## src/rtl/inv_dir_pipe_pkg.sv

```systemverilog
// Shared types and constants for the inverse-direction pipeline.
// Default word geometry is overridable from the command line via the macros below.
`ifndef WIDTH
`define WIDTH 16
`endif
`ifndef Q_BITS
`define Q_BITS 12
`endif
`ifndef TAG_SIZE
`define TAG_SIZE 8
`endif

package inv_dir_pipe_pkg;

    localparam int NUM_LANES  = 3;
    localparam int P_WIDTH    = `WIDTH;
    localparam int P_Q_BITS   = `Q_BITS;
    localparam int P_TAG_SIZE = `TAG_SIZE;

    localparam logic [P_WIDTH-1:0] FIX_ONE = P_WIDTH'(1) << P_Q_BITS;
    localparam logic [P_WIDTH-1:0] SAT_MAX = {1'b0, {(P_WIDTH-1){1'b1}}};

    typedef enum logic [1:0] {IDLE, BUSY, DONE} state_t;

    typedef struct packed {
        logic [P_TAG_SIZE-1:0]                 tag;
        logic [NUM_LANES-1:0][P_WIDTH-1:0]     dir;
    } tagged_direction_t;

    function automatic tagged_direction_t unpack_dir(input logic [NUM_LANES*P_WIDTH-1:0] flat,
                                                     input logic [P_TAG_SIZE-1:0]         tag);
        tagged_direction_t t;
        t.tag = tag;
        t.dir = flat;
        return t;
    endfunction

    function automatic logic [NUM_LANES*P_WIDTH-1:0] pack_dir(input tagged_direction_t t);
        return t.dir;
    endfunction

endpackage

```

## src/rtl/inv_dir_pipe_div.sv

```systemverilog
// Multi-cycle signed fixed-point divider: quotient = (dividend << Q_BITS) / divisor,
// truncated toward zero and saturated to the signed WIDTH range.
module inv_dir_pipe_div #(
    parameter int WIDTH  = `WIDTH,
    parameter int Q_BITS = `Q_BITS
) (
    input  logic             clk,
    input  logic             reset,
    input  logic             start,
    input  logic [WIDTH-1:0] dividend,
    input  logic [WIDTH-1:0] divisor,
    output logic             valid,
    output logic             ready,
    output logic [WIDTH-1:0] quotient
);

    localparam int NW = WIDTH + Q_BITS;
    localparam int CW = $clog2(NW + 1);
    localparam logic [NW-1:0] MAX_MAG = {{(Q_BITS+1){1'b0}}, {(WIDTH-1){1'b1}}};
    localparam logic [NW-1:0] MIN_MAG = {{Q_BITS{1'b0}}, 1'b1, {(WIDTH-1){1'b0}}};

    logic [NW-1:0]    num_q, num_d;
    logic [NW-2:0]    quo_q, quo_d;
    logic [WIDTH-1:0] rem_q, rem_d;
    logic [WIDTH-1:0] den_q, den_d;
    logic             neg_q, neg_d;
    logic [CW-1:0]    cnt_q, cnt_d;
    logic             busy_q, busy_d;
    logic             valid_q, valid_d;
    logic [WIDTH-1:0] quot_q, quot_d;

    logic [WIDTH:0]   trial;
    logic [WIDTH-1:0] diff;
    logic             q_bit;
    logic [NW-1:0]    q_next;
    logic [WIDTH-1:0] q_sat;

    function automatic logic [WIDTH-1:0] mag(input logic [WIDTH-1:0] v);
        return v[WIDTH-1] ? -v : v;
    endfunction

    always_comb begin
        num_d   = num_q;
        quo_d   = quo_q;
        rem_d   = rem_q;
        den_d   = den_q;
        neg_d   = neg_q;
        cnt_d   = cnt_q;
        busy_d  = busy_q;
        valid_d = 1'b0;
        quot_d  = quot_q;

        // Restoring step: the remainder is always below the divisor, so the low WIDTH bits suffice.
        trial  = {rem_q, num_q[NW-1]};
        q_bit  = (trial >= {1'b0, den_q});
        diff   = trial[WIDTH-1:0] - den_q;
        q_next = {quo_q, q_bit};

        if (neg_q) begin
            q_sat = (q_next > MIN_MAG) ? {1'b1, {(WIDTH-1){1'b0}}} : -q_next[WIDTH-1:0];
        end else begin
            q_sat = (q_next > MAX_MAG) ? {1'b0, {(WIDTH-1){1'b1}}} : q_next[WIDTH-1:0];
        end

        if (start) begin
            num_d  = {mag(dividend), {Q_BITS{1'b0}}};
            quo_d  = '0;
            rem_d  = '0;
            den_d  = mag(divisor);
            neg_d  = dividend[WIDTH-1] ^ divisor[WIDTH-1];
            cnt_d  = CW'(NW);
            busy_d = 1'b1;
        end else if (busy_q) begin
            num_d = num_q << 1;
            quo_d = q_next[NW-2:0];
            rem_d = q_bit ? diff : trial[WIDTH-1:0];
            cnt_d = cnt_q - CW'(1);
            if (cnt_q == CW'(1)) begin
                busy_d  = 1'b0;
                valid_d = 1'b1;
                quot_d  = q_sat;
            end
        end
    end

    always_ff @(posedge clk or posedge reset) begin
        if (reset) begin
            num_q   <= '0;
            quo_q   <= '0;
            rem_q   <= '0;
            den_q   <= '0;
            neg_q   <= 1'b0;
            cnt_q   <= '0;
            busy_q  <= 1'b0;
            valid_q <= 1'b0;
            quot_q  <= '0;
        end else begin
            num_q   <= num_d;
            quo_q   <= quo_d;
            rem_q   <= rem_d;
            den_q   <= den_d;
            neg_q   <= neg_d;
            cnt_q   <= cnt_d;
            busy_q  <= busy_d;
            valid_q <= valid_d;
            quot_q  <= quot_d;
        end
    end

    assign valid    = valid_q;
    assign ready    = !busy_q;
    assign quotient = quot_q;

endmodule

```

## src/rtl/inv_dir_pipe.sv

```systemverilog
// Per-lane reciprocal of a tagged direction vector: one divider per lane, zero lanes
// short-circuit to max positive, results joined and held until the consumer takes them.
module inv_dir_pipe
    import inv_dir_pipe_pkg::*;
#(
    parameter int WIDTH    = `WIDTH,
    parameter int Q_BITS   = `Q_BITS,
    parameter int LANES    = NUM_LANES,
    parameter int TAG_SIZE = `TAG_SIZE
) (
    input  logic                   clk,
    input  logic                   reset,
    input  logic                   in_valid,
    output logic                   in_ready,
    input  logic [LANES*WIDTH-1:0] in_dir,
    input  logic [TAG_SIZE-1:0]    in_tag,
    output logic                   out_valid,
    input  logic                   out_ready,
    output logic [LANES*WIDTH-1:0] out_dir,
    output logic [TAG_SIZE-1:0]    out_tag,
    output logic [LANES-1:0]       out_zero_mask
);

    localparam logic [WIDTH-1:0] ONE = WIDTH'(1) << Q_BITS;
    localparam logic [WIDTH-1:0] SAT = {1'b0, {(WIDTH-1){1'b1}}};

    state_t                        state_q, state_d;
    logic [LANES-1:0]              sticky_q, sticky_d;
    logic                          join_q, join_d;
    logic [LANES-1:0][WIDTH-1:0]   res_q, res_d;
    logic [TAG_SIZE-1:0]           tag_q, tag_d;
    logic [LANES-1:0]              mask_q, mask_d;
    logic [LANES-1:0][WIDTH-1:0]   out_dir_q, out_dir_d;
    logic [TAG_SIZE-1:0]           out_tag_q, out_tag_d;
    logic [LANES-1:0]              out_mask_q, out_mask_d;
    logic                          out_valid_q, out_valid_d;

    logic                          accept;
    logic [LANES-1:0]              zero, lanes_done;
    logic [LANES-1:0]              div_start, div_valid, div_ready;
    logic [LANES-1:0][WIDTH-1:0]   div_quot;

    for (genvar i = 0; i < LANES; i++) begin : g_lane
        inv_dir_pipe_div #(
            .WIDTH  (WIDTH),
            .Q_BITS (Q_BITS)
        ) u_div (
            .clk      (clk),
            .reset    (reset),
            .start    (div_start[i]),
            .dividend (ONE),
            .divisor  (in_dir[i*WIDTH +: WIDTH]),
            .valid    (div_valid[i]),
            .ready    (div_ready[i]),
            .quotient (div_quot[i])
        );

        a_start_idle: assert property (@(posedge clk) disable iff (reset) div_start[i] |-> div_ready[i]);
    end

    always_comb begin
        state_d     = state_q;
        sticky_d    = sticky_q;
        join_d      = join_q;
        res_d       = res_q;
        tag_d       = tag_q;
        mask_d      = mask_q;
        out_dir_d   = out_dir_q;
        out_tag_d   = out_tag_q;
        out_mask_d  = out_mask_q;
        out_valid_d = out_valid_q;

        zero = '0;
        for (int unsigned i = 0; i < LANES; i++) begin
            zero[i] = (in_dir[i*WIDTH +: WIDTH] == '0);
        end

        in_ready   = (state_q == IDLE) || (state_q == DONE && out_ready);
        accept     = in_valid && in_ready;
        div_start  = accept ? ~zero : '0;
        lanes_done = sticky_q | div_valid;

        case (state_q)
            BUSY: begin
                for (int unsigned i = 0; i < LANES; i++) begin
                    if (div_valid[i]) res_d[i] = div_quot[i];
                end
                sticky_d = lanes_done;
                // join_q marks a completed join; publishing one edge later keeps DONE and out_valid aligned.
                if (join_q) begin
                    state_d     = DONE;
                    out_valid_d = 1'b1;
                    out_dir_d   = res_q;
                    out_tag_d   = tag_q;
                    out_mask_d  = mask_q;
                    join_d      = 1'b0;
                end else begin
                    join_d = &lanes_done;
                end
            end
            DONE: begin
                if (out_ready) begin
                    out_valid_d = 1'b0;
                    state_d     = IDLE;
                end
            end
            default: ;
        endcase

        if (accept) begin
            state_d  = BUSY;
            tag_d    = in_tag;
            mask_d   = zero;
            sticky_d = zero;
            join_d   = 1'b0;
            for (int unsigned i = 0; i < LANES; i++) begin
                res_d[i] = zero[i] ? SAT : '0;
            end
        end
    end

    always_ff @(posedge clk or posedge reset) begin
        if (reset) begin
            state_q     <= IDLE;
            sticky_q    <= '0;
            join_q      <= 1'b0;
            res_q       <= '0;
            tag_q       <= '0;
            mask_q      <= '0;
            out_dir_q   <= '0;
            out_tag_q   <= '0;
            out_mask_q  <= '0;
            out_valid_q <= 1'b0;
        end else begin
            state_q     <= state_d;
            sticky_q    <= sticky_d;
            join_q      <= join_d;
            res_q       <= res_d;
            tag_q       <= tag_d;
            mask_q      <= mask_d;
            out_dir_q   <= out_dir_d;
            out_tag_q   <= out_tag_d;
            out_mask_q  <= out_mask_d;
            out_valid_q <= out_valid_d;
        end
    end

    assign out_valid     = out_valid_q;
    assign out_dir       = out_dir_q;
    assign out_tag       = out_tag_q;
    assign out_zero_mask = out_mask_q;

endmodule

```

## config.mk

```make
export PLATFORM = sky130hd
export DESIGN_NAME = inv_dir_pipe
export DESIGN_NICKNAME = d
export VERILOG_FILES = /design/src/rtl/inv_dir_pipe_pkg.sv /design/src/rtl/inv_dir_pipe_div.sv /design/src/rtl/inv_dir_pipe.sv
export SDC_FILE = /design/constraint.sdc
export NUM_CORES = 1
export LEC_CHECK = 0
export ABC_CLOCK_PERIOD_IN_PS = 13790
export CAP_MARGIN = 20
export CORE_ASPECT_RATIO = 0.6
export CORE_MARGIN = 5
export CORE_UTILIZATION = 47
export CTS_BUF_LIST = sky130_fd_sc_hd__clkbuf_8
export DETAILED_ROUTE_END_ITERATION = 12
export PLACE_DENSITY = 0.68
export REMOVE_ABC_BUFFERS = 1
export SLEW_MARGIN = 20
export SYNTH_ARGS = -nofsm -noshare
export SYNTH_HDL_FRONTEND = slang
export SYNTH_SLANG_ARGS = --single-unit
export TNS_END_PERCENT = 10
```

## constraint.sdc

```tcl
create_clock -name clk -period 13.79 [get_ports clk]
set_input_delay 2.758 -clock clk [delete_from_list [all_inputs] [get_ports clk]]
set_output_delay 2.758 -clock clk [all_outputs]
set_load 0.02 [all_outputs]
```

==> run_summary.xml, run 1 <==
<?xml version="1.0" encoding="UTF-8"?>
<metrics>
  <group name="synth">
    <metric name="yosys.area.top_type_share" unit="%">47.3</metric>
    <metric name="synth_top_family_by_area" unit="">compound AO/OA/AOI/OAI gates</metric>
    <metric name="yosys.area_share.xor_xnor" unit="%">3.73</metric>
    <metric name="synth.mux.area_fraction" unit="%">9.24</metric>
    <metric name="post_synth_inst_count" unit="">2138</metric>
    <metric name="netlist_top_cells_count" unit="">sky130_fd_sc_hd__dfrtp_1, sky130_fd_sc_hd__nor2_1, sky130_fd_sc_hd__nand2_1, sky130_fd_sc_hd__o21ai_0, sky130_fd_sc_hd__mux2i_1</metric>
    <metric name="postSynth.topFlopCell" unit="">sky130_fd_sc_hd__dfrtp_1</metric>
    <metric name="synth_seq_area_share" unit="%">47.3</metric>
    <metric name="syn_avg_cell_area" unit="um^2">9.56</metric>
    <metric name="compound_cell_area_share_of_the_yosys_netlist" unit="%">15.8</metric>
    <metric name="synth-async-reset-ratio" unit="%">100</metric>
    <metric name="synthSimpleGateAreaFrac" unit="%">15.6</metric>
    <metric name="synth_warnings" unit="">0</metric>
    <metric name="yosys-top-cells-area" unit="">sky130_fd_sc_hd__dfrtp_1, sky130_fd_sc_hd__mux2i_1, sky130_fd_sc_hd__o21ai_0, sky130_fd_sc_hd__nor2_1, sky130_fd_sc_hd__nand2_1</metric>
    <metric name="synth_cell_types" unit="">92</metric>
    <metric name="synth_adder_area_share" unit="%">4.03</metric>
    <metric name="synth_most_common_cell" unit="">sky130_fd_sc_hd__dfrtp_1</metric>
    <metric name="synth.ff_latch_count" unit="">386</metric>
    <metric name="synth_area" unit="um^2">20400</metric>
    <metric name="synth_top_cell_by_area" unit="">sky130_fd_sc_hd__dfrtp_1</metric>
    <metric name="number_of_enable_flip_flop_cells_after_synthesis" unit="">0</metric>
  </group>
  <group name="timing">
    <metric name="max_slew.worst_pin.slew" unit="ns">0.957</metric>
    <metric name="setup_viol_count_final" unit="">0</metric>
    <metric name="min_period_over_period" unit="%">51.2</metric>
    <metric name="final_max_slew_viol_count" unit="">0</metric>
    <metric name="timing.slew.headroom" unit="%">35.3</metric>
    <metric name="timing.final.crit_period" unit="ns">7.05</metric>
    <metric name="fmax" unit="GHz">0.142</metric>
    <metric name="unrepaired_setup_endpoints_after_global_routing" unit="">no</metric>
    <metric name="finalHoldViolCount" unit="">0</metric>
    <metric name="finalClockSkew" unit="ns">0.0274</metric>
    <metric name="tns" unit="ns">0</metric>
  </group>
  <group name="worst_setup_path">
    <metric name="worstSetupPathType" unit="">in2out</metric>
    <metric name="worst-r2r-setup-slack" unit="ns">8.42</metric>
    <metric name="endpoint_of_the_worst_register_to_register_path" unit="">g_lane[2].u_div.quotient[13]</metric>
    <metric name="critical-path-slowest-cell" unit="">sky130_fd_sc_hd__clkdlybuf4s50_1</metric>
    <metric name="crit_top_cell" unit="">sky130_fd_sc_hd__clkdlybuf4s50_1</metric>
    <metric name="crit_buf_inv" unit="">3</metric>
    <metric name="required" unit="ns">11.03</metric>
    <metric name="worst_path_dominant_cell_family" unit="">buffers and inverters</metric>
    <metric name="end_kind" unit="">primary output</metric>
    <metric name="critical_path.startpoint_type" unit="">input port</metric>
    <metric name="timing.critical_path.fanout_max" unit="">3</metric>
    <metric name="signal_arrival_time_at_the_worst_endpoint" unit="ns">4.30</metric>
    <metric name="regToRegStartpoint" unit="">g_lane[2].u_div.den_q[10]</metric>
    <metric name="critical-path-max-stage-delay" unit="ns">0.72</metric>
    <metric name="r2r_cells" unit="">17</metric>
    <metric name="crit_path_cell_trace" unit="">clkdlybuf4s50_1 -&gt; inv_1 -&gt; a21oi_1 -&gt; clkdlybuf4s50_1</metric>
  </group>
  <group name="power">
    <metric name="power.switching" unit="mW">2.71</metric>
    <metric name="cellInternalPower" unit="mW">3.51</metric>
    <metric name="p_sw_share" unit="%">43.6</metric>
    <metric name="power.static_leakage" unit="nW">11.1</metric>
    <metric name="power.share.combinational" unit="%">51.4</metric>
    <metric name="power_density_of_the_placed_cells" unit="nW/um^2">267</metric>
    <metric name="register_share_of_total_power" unit="%">32.7</metric>
    <metric name="power.ir.vdd_worst" unit="mV">0.133</metric>
    <metric name="clockPowerShare" unit="%">15.9</metric>
  </group>
  <group name="clock_tree">
    <metric name="tritoncts.num_buffers" unit="">59</metric>
    <metric name="cts.sinks" unit="">386</metric>
    <metric name="cts_h_tree_depth" unit="">2</metric>
    <metric name="clockRootBuffer" unit="">sky130_fd_sc_hd__clkbuf_8</metric>
    <metric name="cts_tree" unit="">built</metric>
    <metric name="post_cts.resized_instances" unit="">0</metric>
    <metric name="cts_hold_buffers" unit="">0</metric>
    <metric name="cts_clk_pin_slew_worst_paths" unit="ns">0.06</metric>
    <metric name="clk_latency" unit="ns">0.65</metric>
    <metric name="post-cts-setup-buffer-count" unit="">0</metric>
    <metric name="max-clock-path-buffers" unit="">3</metric>
  </group>
  <group name="global_route">
    <metric name="grt_overflow" unit="">0</metric>
    <metric name="grt_max_degree" unit="">119</metric>
    <metric name="grt_first_pass_wirelength" unit="mm">79.8</metric>
    <metric name="number_of_global_route_vias_before_repair" unit="">15329</metric>
    <metric name="antenna_found_initial" unit="">0</metric>
    <metric name="track_usage" unit="%">19.9</metric>
  </group>
  <group name="layout">
    <metric name="nets" unit="">2347</metric>
    <metric name="finish.instance_area" unit="um^2">23300</metric>
    <metric name="drive_above_1_share" unit="%">10.1</metric>
    <metric name="ff_latch_area" unit="um^2">9660</metric>
    <metric name="number_of_fill_cells" unit="">3900</metric>
    <metric name="multi_input_area" unit="um^2">9950</metric>
    <metric name="area_growth_syn_to_layout" unit="%">14.2</metric>
  </group>
  <group name="floorplanning">
    <metric name="die_y" unit="um">172</metric>
    <metric name="io-pin-count" unit="">121</metric>
    <metric name="die-area" unit="um^2">47900</metric>
    <metric name="design.core.area" unit="um^2">43200</metric>
    <metric name="start_util" unit="%">47.3</metric>
    <metric name="cell_row_count" unit="">59</metric>
    <metric name="die_w" unit="um">279</metric>
  </group>
  <group name="route">
    <metric name="vias_per_cell" unit="">5.64</metric>
    <metric name="antenna_violating_nets_post_route" unit="">0</metric>
    <metric name="route.final.wire_length" unit="mm">48.7</metric>
    <metric name="routed_wire_length_per_instance" unit="um">17.1</metric>
    <metric name="dr_total_vias" unit="">16060</metric>
    <metric name="drt-initial-drc-count" unit="">1251</metric>
    <metric name="drt_first_pass_iters" unit="">5</metric>
    <metric name="post-route-drc-count" unit="">0</metric>
  </group>
  <group name="placed_design">
    <metric name="globalplace.congestion" unit="">0.898</metric>
    <metric name="io_buffer_count" unit="">120</metric>
    <metric name="detailed_place.area" unit="um^2">22100</metric>
    <metric name="dpl.hpwl" unit="mm">32.7</metric>
  </group>
  <group name="min_path">
    <metric name="hold_path.startpoint" unit="">res_q[16]</metric>
    <metric name="holdCritPathClass" unit="">reg2reg</metric>
    <metric name="worst_hold_path.num_cells" unit="">2</metric>
    <metric name="end_point_of_the_worst_hold_path" unit="">res_q[16]</metric>
  </group>
  <group name="status">
    <metric name="status" unit="">complete, no violations</metric>
  </group>
  <group name="job">
    <metric name="cap_viol_max_count" unit="">0</metric>
  </group>
</metrics>
-- worst reg2reg max path: cells and delay by family, from the launching register on --
family	cells	cell delay, ns
buffers and inverters	2	0.58
adders and majority gates	2	0.67
DFF	1	0.35
and+or+nand+nor	6	2.07
AOI/OAI and AO/OA	7	1.62
-- through the flow --
step | setup slack, ns | power [mW] | hold slack [ns] | instances | utilization [%]
global route | 6.73 | 6.73 | 0.503 | 2847 | 54.0
CTS | 6.72 | 6.24 | 0.482 | 2847 | 54.0
global placement | 6.74 | 5.09 | 0.459 | 2741 | 51.1
finish | 6.74 | 6.23 | 0.475 | 2848 | 54.0
floorplan | 0.305 | 4.33 | 0.443 | 2022 | -
detailed placement | 6.72 | 5.21 | 0.467 | 2741 | 51.1
-- cells by family (layout without fill, tap and decap cells) --
| kind of cell | after synthesis | count (layout) |
|---|---|---|
| buffers and inverters | 219 | 349 |
| DFF | 386 | 386 |
| adders and majority gates | 64 | 64 |
| other | 0 | 1 |
| AOI/OAI and AO/OA | 514 | 514 |
| muxes | 180 | 180 |
| xor gates and xnor gates | 87 | 87 |
| and+or+nand+nor | 688 | 688 |
-- area by class of cell --
cell class / count / area share [%]
multi-input combinational: 1533 / 42.7
sequential: 386 / 41.4
timing repair buffer: 140 / 5.79
clock buffer: 76 / 4.48
tap: 579 / 3.10
inverter: 103 / 1.69
clock inverter: 30 / 0.847
antenna: 1 / 0.0107
-- worst max-delay path by stage --
stage,from,to,slack (ns),cells after the start
2_1_floorplan,reset,g_lane[0].u_div.busy_q,0.30,1
3_3_place_gp,out_ready,in_ready,6.74,4
3_5_place_dp,out_ready,in_ready,6.72,4
4_1_cts,out_ready,in_ready,6.72,4
5_1_grt,out_ready,in_ready,6.73,4
6_report,out_ready,in_ready,6.74,4
-- state kept, by name, summed over array words and instances, names as in the netlist, 8 cells and up --
signal	cells
g_lane.u_div.cnt_q	15
g_lane.u_div.den_q	48
g_lane.u_div.num_q	12
g_lane.u_div.quo_q	81
g_lane.u_div.quotient	48
g_lane.u_div.rem_q	48
out_dir	48
out_tag	8
res_q	48
tag_q	8
-- power groups by stage --
| stage | clock network (mW) | registers, mW | logic [mW] |
|---|---|---|---|
| 2_1_floorplan | 0 | 2.04 | 2.29 |
| 3_3_place_gp | 0 | 2.03 | 3.07 |
| 3_5_place_dp | 0 | 2.05 | 3.17 |
| 4_1_cts | 1.02 | 2.03 | 3.18 |
| 5_1_grt | 1.07 | 2.10 | 3.56 |
| 6_report | 0.991 | 2.04 | 3.20 |
-- cells in the final DEF (no fill, tap or decap), types with 7 or more instances in the layout --
cell type	instances
sky130_fd_sc_hd__nand3_1	33
sky130_fd_sc_hd__a21oi_1	90
sky130_fd_sc_hd__mux2_2	69
sky130_fd_sc_hd__o41ai_1	8
sky130_fd_sc_hd__o32a_1	7
sky130_fd_sc_hd__xor2_1	43
sky130_fd_sc_hd__or3_1	23
sky130_fd_sc_hd__nand2_1	224
sky130_fd_sc_hd__nor2b_1	15
sky130_fd_sc_hd__a21o_1	26
sky130_fd_sc_hd__o21ai_0	202
sky130_fd_sc_hd__nor4_1	28
sky130_fd_sc_hd__or2_2	7
sky130_fd_sc_hd__a31oi_1	37
sky130_fd_sc_hd__dfrtp_1	383
sky130_fd_sc_hd__nor3_1	48
sky130_fd_sc_hd__nand2b_1	12
sky130_fd_sc_hd__nor2_1	227
sky130_fd_sc_hd__clkdlybuf4s50_1	120
sky130_fd_sc_hd__ha_1	61
sky130_fd_sc_hd__buf_4	20
sky130_fd_sc_hd__mux2i_1	111
sky130_fd_sc_hd__inv_1	117
sky130_fd_sc_hd__xnor2_1	44
sky130_fd_sc_hd__a211oi_1	22
sky130_fd_sc_hd__o211ai_1	9
sky130_fd_sc_hd__o21a_1	13
sky130_fd_sc_hd__nand4_1	8
sky130_fd_sc_hd__clkbuf_8	76
sky130_fd_sc_hd__and3_1	11
sky130_fd_sc_hd__o31ai_1	21
-- routing by layer --
| layer | up-vias | global-route usage (%) | part of all wire [%] |
|---|---|---|---|
| met5 | - | 0 | 0 |
| met4 | 0 | 5.13 | 2.1 |
| met3 | 80 | 3.20 | 5.5 |
| met2 | 403 | 29.5 | 42 |
| met1 | 7835 | 30.5 | 50 |
| li1 | 7742 | - | - |
Note: power is estimated with default switching activity, not from simulation.
==> inputs of run 2 (changes only) <==
ABC_CLOCK_PERIOD_IN_PS = 5800   (was 13790)
clock period = 5.8 ns   (was 13.79 ns; I/O delays follow)
==> run 2 against run 1 <==
  * Sequential share of layout area decreased by 0.27 points
  * Clock skew increased by 0.0027 ns
  * Non-clock buffer count increased by 2
  * First-iteration DRC count increased by 12%
  * Combinational power increased by 140%
  * Clock power increased to 2.6 times the previous value
  * Register-to-register slack got worse by 7.8 ns
  * Flip-flop and latch count unchanged
==> run_summary.xml, run 2 (synthesis results as in run 1) <==
<?xml version="1.0" encoding="UTF-8"?>
<metrics>
  <group name="timing">
    <metric name="max_slew.worst_pin.slew" unit="ns">0.928</metric>
    <metric name="unrepaired_setup_endpoints_after_global_routing" unit="">no</metric>
    <metric name="hold_slack" unit="ns">0.473</metric>
    <metric name="timing.final.crit_period" unit="ns">5.18</metric>
    <metric name="fmax" unit="GHz">0.193</metric>
    <metric name="min_period_over_period" unit="%">89.4</metric>
    <metric name="finalHoldViolCount" unit="">0</metric>
    <metric name="timing.slew.headroom" unit="%">38.1</metric>
    <metric name="finalClockSkew" unit="ns">0.0302</metric>
    <metric name="final_max_slew_viol_count" unit="">0</metric>
    <metric name="setup_viol_count_final" unit="">0</metric>
  </group>
  <group name="global_route">
    <metric name="antenna_found_initial" unit="">0</metric>
    <metric name="grt_first_pass_wirelength" unit="mm">80.5</metric>
    <metric name="grt_max_degree" unit="">133</metric>
    <metric name="track_usage" unit="%">20.0</metric>
    <metric name="grt_overflow" unit="">0</metric>
    <metric name="number_of_global_route_vias_before_repair" unit="">15477</metric>
  </group>
  <group name="power">
    <metric name="power.switching" unit="mW">6.43</metric>
    <metric name="power_density_of_the_placed_cells" unit="nW/um^2">638</metric>
    <metric name="p_sw_share" unit="%">42.9</metric>
    <metric name="clockPowerShare" unit="%">17.3</metric>
    <metric name="cellInternalPower" unit="mW">8.54</metric>
    <metric name="register_share_of_total_power" unit="%">32.2</metric>
    <metric name="power.static_leakage" unit="nW">11.2</metric>
    <metric name="power.share.combinational" unit="%">50.5</metric>
    <metric name="power.ir.vdd_worst" unit="mV">0.275</metric>
  </group>
  <group name="route">
    <metric name="routed_wire_length_per_instance" unit="um">16.9</metric>
    <metric name="route.final.wire_length" unit="mm">48.3</metric>
    <metric name="antenna_violating_nets_post_route" unit="">0</metric>
    <metric name="drt_first_pass_iters" unit="">5</metric>
    <metric name="drt-initial-drc-count" unit="">1397</metric>
    <metric name="post-route-drc-count" unit="">0</metric>
    <metric name="dr_total_vias" unit="">15918</metric>
    <metric name="vias_per_cell" unit="">5.58</metric>
  </group>
  <group name="placed_design">
    <metric name="globalplace.congestion" unit="">0.913</metric>
    <metric name="io_buffer_count" unit="">120</metric>
    <metric name="dpl.hpwl" unit="mm">33.0</metric>
    <metric name="detailed_place.area" unit="um^2">22100</metric>
  </group>
  <group name="clock_tree">
    <metric name="cts_hold_buffers" unit="">0</metric>
    <metric name="tritoncts.num_buffers" unit="">58</metric>
    <metric name="cts.sinks" unit="">386</metric>
    <metric name="cts_clk_pin_slew_worst_paths" unit="ns">0.07</metric>
    <metric name="clk_latency" unit="ns">0.65</metric>
    <metric name="max-clock-path-buffers" unit="">3</metric>
    <metric name="post-cts-setup-buffer-count" unit="">0</metric>
    <metric name="cts_h_tree_depth" unit="">2</metric>
    <metric name="post_cts.resized_instances" unit="">0</metric>
    <metric name="cts_tree" unit="">built</metric>
    <metric name="clockRootBuffer" unit="">sky130_fd_sc_hd__clkbuf_8</metric>
  </group>
  <group name="min_path">
    <metric name="holdCritPathClass" unit="">reg2reg</metric>
  </group>
  <group name="floorplanning">
    <metric name="die-area" unit="um^2">47900</metric>
    <metric name="die_w" unit="um">279</metric>
    <metric name="design.core.area" unit="um^2">43200</metric>
    <metric name="io-pin-count" unit="">121</metric>
    <metric name="start_util" unit="%">47.3</metric>
    <metric name="cell_row_count" unit="">59</metric>
    <metric name="die_y" unit="um">172</metric>
  </group>
  <group name="job">
    <metric name="cap_viol_max_count" unit="">0</metric>
  </group>
  <group name="layout">
    <metric name="top_register" unit="">g_lane.u_div.quo_q</metric>
    <metric name="area_growth_syn_to_layout" unit="%">14.9</metric>
    <metric name="layout_common_cells" unit="">sky130_fd_sc_hd__dfrtp_1, sky130_fd_sc_hd__nor2_1, sky130_fd_sc_hd__nand2_1</metric>
    <metric name="diodes" unit="">0</metric>
    <metric name="finish.instance_area" unit="um^2">23500</metric>
    <metric name="largest_reg_flops" unit="">81</metric>
    <metric name="nets" unit="">2348</metric>
    <metric name="most_frequent_standard_cell_in_the_layout_excluding_fill_and_tap_cells" unit="">sky130_fd_sc_hd__dfrtp_1</metric>
    <metric name="drive_above_1_share" unit="%">10.9</metric>
    <metric name="number_of_fill_cells" unit="">3795</metric>
  </group>
  <group name="status">
    <metric name="status" unit="">complete, no violations</metric>
  </group>
  <group name="worst_setup_path">
    <metric name="crit_path_cell_trace" unit="">ha_1 -&gt; a21o_1 -&gt; nor3_1 -&gt; a211oi_1 -&gt; o311a_1 -&gt; o2111ai_2 -&gt; nand2_2 -&gt; inv_1 -&gt; ha_1 -&gt; or3b_4 -&gt; or4_2 -&gt; o31ai_4 -&gt; nand3_2 -&gt; nor4_1 -&gt; o21a_1 -&gt; o32a_1</metric>
    <metric name="required" unit="ns">6.39</metric>
    <metric name="critical_path.startpoint_type" unit="">flip-flop</metric>
    <metric name="signal_arrival_time_at_the_worst_endpoint" unit="ns">5.78</metric>
    <metric name="end_kind" unit="">flip-flop</metric>
    <metric name="timing.critical_path.fanout_max" unit="">18</metric>
    <metric name="worstSetupPathType" unit="">reg2reg</metric>
    <metric name="crit_top_cell" unit="">sky130_fd_sc_hd__ha_1</metric>
    <metric name="crit_buf_inv" unit="">1</metric>
    <metric name="worst_path_dominant_cell_family" unit="">simple AND/OR/NAND/NOR gates</metric>
    <metric name="critical-path-slowest-cell" unit="">sky130_fd_sc_hd__or4_2</metric>
    <metric name="critical-path-max-stage-delay" unit="ns">0.58</metric>
  </group>
</metrics>
## run 2: cell types whose count changed in the layout (fill, tap and decap cells not counted)
cell,change
sky130_fd_sc_hd__clkinv_2,+12
sky130_fd_sc_hd__inv_12,-1
sky130_fd_sc_hd__clkinvlp_4,+1
sky130_fd_sc_hd__inv_6,+1
sky130_fd_sc_hd__diode_2,-1
sky130_fd_sc_hd__buf_4,+1
sky130_fd_sc_hd__buf_12,+1
sky130_fd_sc_hd__inv_1,-14
sky130_fd_sc_hd__bufinv_16,+4
## run 2: per-layer routing
layer,vias to the layer above,track usage (%),part of all wire [%]
li1,7736,-,-
met1,7740,30.6,50
met2,361,29.9,43
met4,0,4.94,2.0
met5,-,0,0
met3,81,3.07,5.1
## run 2: final timing paths
check | from | to | slack (ns) | cells past startpoint
max | g_lane[2].u_div.rem_q[2] | g_lane[2].u_div.quotient[13] | 0.62 | 16
min | g_lane[1].u_div.quotient[14] | g_lane[1].u_div.quotient[14] | 0.47 | 2
max reg2reg | g_lane[2].u_div.rem_q[2] | g_lane[2].u_div.quotient[13] | 0.62 | 16
min reg2reg | g_lane[1].u_div.quotient[14] | g_lane[1].u_div.quotient[14] | 0.47 | 2
max in group asynchronous | reset | g_lane[1].u_div.busy_q | 3.50 | 3
min in group asynchronous | reset | out_dir[13] | 1.14 | 2
## run 2: worst min-delay path: cells and delay by family, from the launching register on
family	cells	cell delay, ns
AO/OA/AOI/OAI	1	0.05
AND/OR/NAND/NOR	1	0.04
flip-flops	1	0.34
## run 2: area by class of cell
class	count	area (um^2)	area share, %
clock buffers	76	1050	4.45
clock inverters	33	325	1.39
inverters	103	394	1.68
multi-input cells	1533	9950	42.4
flip-flops and latches	386	9660	41.1
well taps	579	724	3.08
repair buffers	142	1380	5.87
## run 2: power groups by stage
stage | sequential (mW) | combinational [mW] | clock (mW)
2_1_floorplan | 4.85 | 5.43 | 0
3_3_place_gp | 4.79 | 7.29 | 0
3_5_place_dp | 4.85 | 7.49 | 0
4_1_cts | 4.81 | 7.54 | 2.66
5_1_grt | 4.98 | 8.45 | 2.79
6_report | 4.82 | 7.57 | 2.59
## run 2: per-stage QoR
stage | setup TNS [ns] | utilization [%] | instances | power, mW | setup slack [ns]
2_1_floorplan | -2644.88 | - | 2022 | 10.3 | -6.09
3_3_place_gp | 0 | 51.2 | 2743 | 12.1 | 0.758
3_5_place_dp | 0 | 51.2 | 2743 | 12.3 | 0.690
4_1_cts | 0 | 54.4 | 2852 | 15.0 | 0.659
5_1_grt | 0 | 54.4 | 2852 | 16.2 | 0.304
6_report | 0 | 54.4 | 2852 | 15.0 | 0.616
